<file path="config.mk">
export PLATFORM = sky130hd
export DESIGN_NAME = jtag_debug_dr_bank
export DESIGN_NICKNAME = d
export VERILOG_FILES = /design/src/rtl/jtag_dbg_pkg.sv /design/src/rtl/jtag_dbg_update_slot.sv /design/src/rtl/jtag_debug_dr_bank.sv
export SDC_FILE = /design/constraint.sdc
export NUM_CORES = 1
export LEC_CHECK = 0
export BUFFER_PORTS_ARGS = -buffer_cell sky130_fd_sc_hd__buf_2
export CORE_MARGIN = 8
export CORE_UTILIZATION = 35
export DETAILED_ROUTE_END_ITERATION = 6
export PLACE_DENSITY = 0.65
export SLEW_MARGIN = 20
export SYNTH_ARGS = -nofsm -noshare
export SYNTH_HDL_FRONTEND = slang
export SYNTH_SLANG_ARGS = --single-unit
export TNS_END_PERCENT = 50
</file>
<file path="constraint.sdc">
create_clock -name clk -period 6.24 [get_ports clk]
set_input_delay 0 -clock clk [delete_from_list [all_inputs] [get_ports clk]]
set_output_delay 0 -clock clk [all_outputs]
set_load 0.005 [all_outputs]
</file>
<file path="src/rtl/jtag_dbg_pkg.sv">
// Shared types and helpers for the JTAG debug data-register bank:
// event priority encoding, per-channel length lookup and length masks.
package jtag_dbg_pkg;

  localparam int CH_LEN_FW = 6;   // bits per packed channel-length field
  localparam int MAX_CH    = 32;  // widest packed length vector ch_len() accepts
  localparam int MAX_DR_W  = 64;  // widest mask len_mask() can produce

  // Encoded in priority order; only the highest qualified strobe acts.
  typedef enum logic [2:0] {
    EV_NONE,
    EV_UPD_IR,
    EV_UPD_DR,
    EV_CAP_DR,
    EV_SHIFT_DR
  } dr_event_e;

  function automatic logic [CH_LEN_FW-1:0] ch_len(
    input logic [CH_LEN_FW*MAX_CH-1:0] lens,
    input int                          idx
  );
    return lens[idx*CH_LEN_FW +: CH_LEN_FW];
  endfunction

  function automatic logic [MAX_DR_W-1:0] len_mask(input logic [CH_LEN_FW-1:0] len);
    return (MAX_DR_W'(1) << len) - MAX_DR_W'(1);
  endfunction

endpackage

</file>
<file path="src/rtl/jtag_dbg_update_slot.sv">
// One-entry valid/ready buffer between the DR bank and the CPU-side debug logic.
// A write into a full, non-draining slot is dropped and raises sticky overrun.
module jtag_dbg_update_slot #(
  parameter int DR_W = 38,
  parameter int IR_W = 2
) (
  input  logic            clk,
  input  logic            reset,
  input  logic            wr_en,
  input  logic [DR_W-1:0] wr_data,
  input  logic [IR_W-1:0] wr_ch,
  input  logic            err_clr,
  input  logic            upd_ready,
  output logic            upd_valid,
  output logic [DR_W-1:0] upd_data,
  output logic [IR_W-1:0] upd_ch,
  output logic            overrun
);

  logic            valid_q,   valid_d;
  logic [DR_W-1:0] data_q,    data_d;
  logic [IR_W-1:0] ch_q,      ch_d;
  logic            overrun_q, overrun_d;
  logic            drain;
  logic            ovr_set;

  always_comb begin
    // NOTE: every always_comb output gets a default first so no path infers a latch.
    valid_d = valid_q;
    data_d  = data_q;
    ch_d    = ch_q;
    ovr_set = 1'b0;
    drain   = valid_q && upd_ready;

    if (wr_en) begin
      if (!valid_q || drain) begin
        valid_d = 1'b1;
        data_d  = wr_data;
        ch_d    = wr_ch;
      end else begin
        ovr_set = 1'b1;
      end
    end else if (drain) begin
      valid_d = 1'b0;
    end

    // A new overrun in the same cycle as err_clr keeps the flag set.
    if (ovr_set)      overrun_d = 1'b1;
    else if (err_clr) overrun_d = 1'b0;
    else              overrun_d = overrun_q;
  end

  // NOTE: sequential state uses non-blocking assignments so all flops update together.
  always_ff @(posedge clk) begin
    if (reset) begin
      valid_q   <= 1'b0;
      data_q    <= '0;
      ch_q      <= '0;
      overrun_q <= 1'b0;
    end else begin
      valid_q   <= valid_d;
      data_q    <= data_d;
      ch_q      <= ch_d;
      overrun_q <= overrun_d;
    end
  end

  assign upd_valid = valid_q;
  assign upd_data  = data_q;
  assign upd_ch    = ch_q;
  assign overrun   = overrun_q;

endmodule

</file>
<file path="src/rtl/jtag_debug_dr_bank.sv">
// Parametrised JTAG debug DR bank in the system clock domain: IR-selected
// capture/shift/update of per-channel-length DRs, feeding an update slot.
module jtag_debug_dr_bank
  import jtag_dbg_pkg::*;
#(
  parameter int                            IR_W   = 2,
  parameter int                            NUM_CH = 4,
  parameter int                            DR_W   = 38,
  parameter logic [NUM_CH*CH_LEN_FW-1:0]   CH_LEN = {6'd16, 6'd38, 6'd38, 6'd36},
  parameter int                            CNT_W  = 7
) (
  input  logic                   clk,
  input  logic                   reset,
  input  logic                   sel,
  input  logic                   sel_ir,
  input  logic                   capture_dr,
  input  logic                   shift_dr,
  input  logic                   update_dr,
  input  logic                   update_ir,
  input  logic [IR_W-1:0]        ir_in,
  input  logic                   tdi,
  output logic                   tdo,
  input  logic [NUM_CH*DR_W-1:0] cap_data,
  input  logic [IR_W-1:0]        status_in,
  output logic [IR_W-1:0]        ir_out,
  output logic [IR_W-1:0]        ir,
  output logic                   upd_valid,
  input  logic                   upd_ready,
  output logic [DR_W-1:0]        upd_data,
  output logic [IR_W-1:0]        upd_ch,
  output logic                   overrun,
  output logic                   len_err,
  input  logic                   err_clr
);

  localparam logic [CH_LEN_FW*MAX_CH-1:0] CH_LEN_EXT  = (CH_LEN_FW*MAX_CH)'(CH_LEN);
  localparam logic [IR_W:0]               NUM_CH_CMP  = (IR_W+1)'(NUM_CH);

  logic [DR_W-1:0]      sr_q,         sr_d;
  logic [IR_W-1:0]      ir_q,         ir_d;
  logic [IR_W-1:0]      ir_out_q,     ir_out_d;
  logic [CNT_W-1:0]     shift_cnt_q,  shift_cnt_d;
  logic                 in_between_q, in_between_d;
  logic                 len_err_q,    len_err_d;

  dr_event_e            ev;
  logic                 is_bypass;
  logic [CH_LEN_FW-1:0] eff_len;
  logic [DR_W-1:0]      mask;
  logic [DR_W-1:0]      cap_sel;
  logic                 cnt_match;
  logic                 slot_wr;
  logic                 len_err_set;

  always_comb begin
    if (update_ir && sel_ir)   ev = EV_UPD_IR;
    else if (update_dr && sel) ev = EV_UPD_DR;
    else if (capture_dr && sel) ev = EV_CAP_DR;
    else if (shift_dr && sel)  ev = EV_SHIFT_DR;
    else                       ev = EV_NONE;

    is_bypass = ({1'b0, ir_q} >= NUM_CH_CMP);
    eff_len   = is_bypass ? CH_LEN_FW'(1) : ch_len(CH_LEN_EXT, int'(ir_q));
    mask      = DR_W'(len_mask(eff_len));
    cnt_match = (shift_cnt_q == CNT_W'(eff_len));

    cap_sel = '0;
    for (int c = 0; c < NUM_CH; c++) begin
      if (ir_q == IR_W'(c)) cap_sel = cap_data[c*DR_W +: DR_W];
    end
  end

  always_comb begin
    sr_d         = sr_q;
    ir_d         = ir_q;
    shift_cnt_d  = shift_cnt_q;
    in_between_d = in_between_q;
    slot_wr      = 1'b0;
    len_err_set  = 1'b0;
    ir_out_d     = (sel_ir && capture_dr) ? status_in : ir_out_q;

    case (ev)
      EV_UPD_IR: begin
        ir_d         = ir_in;
        in_between_d = 1'b0;
        shift_cnt_d  = '0;
      end
      EV_UPD_DR: begin
        in_between_d = 1'b0;
        if (!is_bypass) begin
          if (cnt_match) slot_wr     = 1'b1;
          else           len_err_set = 1'b1;
        end
      end
      EV_CAP_DR: begin
        // A capture between shift bursts of one scan keeps the bits already shifted in.
        shift_cnt_d = '0;
        if (!in_between_q) sr_d = is_bypass ? '0 : (cap_sel & mask);
      end
      EV_SHIFT_DR: begin
        sr_d         = ((sr_q >> 1) | (DR_W'(tdi) << (eff_len - CH_LEN_FW'(1)))) & mask;
        shift_cnt_d  = (shift_cnt_q == '1) ? shift_cnt_q : shift_cnt_q + CNT_W'(1);
        in_between_d = 1'b1;
      end
      default: ;
    endcase

    if (len_err_set)  len_err_d = 1'b1;
    else if (err_clr) len_err_d = 1'b0;
    else              len_err_d = len_err_q;
  end

  always_ff @(posedge clk) begin
    if (reset) begin
      sr_q         <= '0;
      ir_q         <= '0;
      ir_out_q     <= '0;
      shift_cnt_q  <= '0;
      in_between_q <= 1'b0;
      len_err_q    <= 1'b0;
    end else begin
      sr_q         <= sr_d;
      ir_q         <= ir_d;
      ir_out_q     <= ir_out_d;
      shift_cnt_q  <= shift_cnt_d;
      in_between_q <= in_between_d;
      len_err_q    <= len_err_d;
    end
  end

  jtag_dbg_update_slot #(
    .DR_W (DR_W),
    .IR_W (IR_W)
  ) u_slot (
    .clk       (clk),
    .reset     (reset),
    .wr_en     (slot_wr),
    .wr_data   (sr_q),
    .wr_ch     (ir_q),
    .err_clr   (err_clr),
    .upd_ready (upd_ready),
    .upd_valid (upd_valid),
    .upd_data  (upd_data),
    .upd_ch    (upd_ch),
    .overrun   (overrun)
  );

  assign tdo     = sr_q[0];
  assign ir      = ir_q;
  assign ir_out  = ir_out_q;
  assign len_err = len_err_q;

endmodule

</file>
==> metrics.md <==
| Metric | Value |
|---|---|
| Status | `complete, no violations` |
| Core area | `around 14000 um2` |
| Worst path buffer plus inverter count | `1` |
| Hold Path Class | `in2reg` |
| Die width | `between 100 and 150 um` |
| Setup TNS | `0 ns` |
| Total number of vias | `between 5k and 6k` |
| Clk_skew | `slightly above 0.005 ns` |
| Post-DRT Antenna Nets | `0` |
| Crit Path Category | `reg2reg` |
| Slew HR | `0.291` |
| Post-Route WL | `approximately 18 mm` |
| Cells after Synth | `648` |
| CTS Hold Bufs | `17` |
| Detailed Routing Iterations Pass 1 | `5` |
| Commonest non-fill, non-tap cell in the layout | `buf_2` |
| CP Max Fanout | `21` |
| Cell area after layout | `between 6000 and 7000 um2` |
| Detailed Place HPWL | `~12 mm` |
| Post-synth top area cell | `dfxtp_1` |
| Post-synthesis cell type count | `50` |
| Multi-input gate area | `around 2700 um2` |
| Power, Total | `between 1 and 1.5 mW` |
| Slew @ Worst Pin | `1.06 ns` |
| Chip height | `about 130 um` |
| Post-synth design cell area | `4920 um2` |
| Total grt overflow | `0` |
| Max cap viols | `0` |
| PD cells | `206 nW/um2` |
| Register area | `roughly 1900 um2` |
| Crit end category | `flop` |
| Num CTS Buffers | `9` |
| First-pass GRT wire length | `27.5 mm` |
| Syn_nets | `slightly above 800` |
| ANT cells | `0` |
| DR vias/cell | `5.25` |
| Post-synth top area share | `0.378` |
| Placed Cells incl. Taps | `~980` |
| Top FF cell, synth | `dfxtp_1` |
| Vias in the first global route | `between 5k and 6k` |
| CP max-delay cell | `nor2b_2` |
| Most frequent cells in the layout | `buf_2, nand2_1, a21oi_1` |
| CP Cell Sequence | `inv_1, ha_1, nor2b_2, a221oi_1, o311a_1, nor4_1` |
| Fin crit period | `3.24 ns` |
| CTS Sinks | `between 90 and 100` |
| Worst Path Arrival | `between 3 and 4 ns` |
| Fill count | `around 1.4k` |
| Worst skew pair latency | `roughly 0.35 ns` |
| Initial Util | `0.356` |
| Leak | `between 2 and 3 nW` |
| Period utilization | `0.519` |
| Row Count | `between 40 and 50` |
| RSZ-0062 raised after global routing | `no` |
| Synth Register Bits | `93` |
| Area Growth Syn to Fin | `30.6%` |
| Layout net count | `around 1.0k` |
| TritonCTS clock tree | `yes` |
| Synth warn | `0` |
| Largest net degree at the start of global routing | `91` |
| Final setup vio count | `0` |
| Clock transition at path regs | `~0.070 ns` |
| Average instance area after synthesis | `roughly 7.6 um2` |
| Drt wl/cell | `17.3 um` |
| Post-route insts no fill | `between 1k and 1.5k` |
| CTS root buf | `clkbuf_16` |
| Synth area leaders | `dfxtp_1, nand2_1, a21oi_1` |
| Final Hold Vio Count | `0` |
| Layout cell share with drive strength beyond 1 | `0.289` |
| Postcts setup bufs | `0` |
| CP max stage delay | `between 0.9 and 1 ns` |
| CTS H-tree depth | `3` |
| I/O pin cnt | `between 200 and 250` |
| CP delay by family, top | `simple AND/OR/NAND/NOR gates` |
| CTS resizes | `0` |
| Async set-reset flop share out of synthesis | `0` |
| Area of the die | `roughly 18000 um2` |
| Seq/Total Area, Yosys | `0.378` |
| Total track usage | `0.189` |
| Gp weighted congestion | `between 0.8 and 0.9` |
| CTS Buffer Depth | `2` |
| DRC | `0` |
| Fmax | `between 0.3 and 0.4 GHz` |
| Post-synth EDFFs | `0` |
| Slew Viols, Final | `0` |
| Port Buffers | `208` |
| Initial antenna violation count | `0` |
| Worst VDD drop | `~0.00020 V` |
| Critical Path Source Type | `flop` |
| DRT iter0 DRCs | `361` |
| Placed inst area | `between 5000 and 6000 um2` |
| Req. time, crit path | `around 6.5 ns` |
[cell families (layout without fill, tap and decap cells)]
| logic type | Yosys count | after routing | share of synthesized area |
|---|---|---|---|
| XOR/XNOR | 4 | 4 | 0.00864 |
| adder cells (fa/ha/maj) | 7 | 7 | 0.0178 |
| flip-flops | 93 | 93 | 0.378 |
| AND/OR/NAND/NOR | 245 | 245 | 0.221 |
| buffers and inverters | 78 | 267 | 0.0732 |
| AO/OA/AOI/OAI | 221 | 221 | 0.301 |
[power by group]
part / internal [mW] / total, mW / switching [mW]
sequential: 0.604 / 0.614 / 0.00964
combinational: 0.0974 / 0.203 / 0.105
clock: 0.271 / 0.509 / 0.238
[layer usage]
| layer | routed length, um | GRT usage |
|---|---|---|
| met3 | 1150 | 0.0487 |
| met1 | 7970 | 0.244 |
| met4 | 248 | 0.0555 |
| met5 | 0 | 0 |
| met2 | 8230 | 0.303 |
[worst reg2reg max path: stages (launching register included)]
cell	delay, ns
dfxtp_1	0.39
inv_1	0.17
ha_1	0.82
nor2b_2	0.95
a221oi_1	0.17
o311a_1	0.37
nor4_1	0.27
[layout make-up]
cell class | instances | area share
Tap cell | 180 | 0.0350
Timing Repair Buffer | 231 | 0.196
Sequential cell | 93 | 0.290
Inverter | 20 | 0.0117
Clock buffer | 11 | 0.0362
Clock inverter | 5 | 0.00565
Multi-Input combinational cell | 477 | 0.426
[synthesized netlist by cell type, types with 3 or more instances]
library cell  number
a211o_1           14
a21oi_1           95
a221oi_1          33
a22oi_1           18
a31oi_1            5
and3_1             4
buf_2             18
buf_4              4
buf_6              4
clkbuf_1          31
dfxtp_1           93
ha_1               7
inv_1             19
nand2_1          149
nand2b_1           3
nand3_1           11
nand3b_1          16
nor2_1            38
nor2b_1            5
nor3_1             6
o211ai_1          12
o21ai_0            9
o21ai_1            4
o31ai_1           15
xor2_1             3
[sequential cells by signal (all words and copies together), names as in the netlist]
| name | count |
|---|---|
| len_err | 1 |
| in_between_q | 1 |
| u_slot.overrun | 1 |
| u_slot.upd_data | 38 |
| ir | 2 |
| ir_out | 2 |
| u_slot.upd_valid | 1 |
| shift_cnt_q | 7 |
| u_slot.upd_ch | 2 |
| sr_q | 38 |
[final timing paths]
check | startpoint | end | slack, ns | cells after the start
max | ir[0]$_SDFFE_PP0P_ | sr_q[7]$_SDFFE_PP0P_ | 3.00 | 6
min reg2reg | u_slot.upd_data[14]$_SDFFE_PP0P_ | u_slot.upd_data[14]$_SDFFE_PP0P_ | 0.45 | 2
max reg2reg | ir[0]$_SDFFE_PP0P_ | sr_q[7]$_SDFFE_PP0P_ | 3.00 | 6
min | cap_data[120] | sr_q[6]$_SDFFE_PP0P_ | 0.02 | 5
[through the flow]
stage	setup slack [ns]	utilization	hold WS, ns
global route	2.74	0.465	0.0321
CTS	3.01	0.464	0.00200
detailed placement	3.02	0.432	0.246
global placement	3.07	0.432	0.241
finish	3.00	0.465	0.0182
floorplan	4.11	-	0.113
Power figures use the tool's default switching activity.
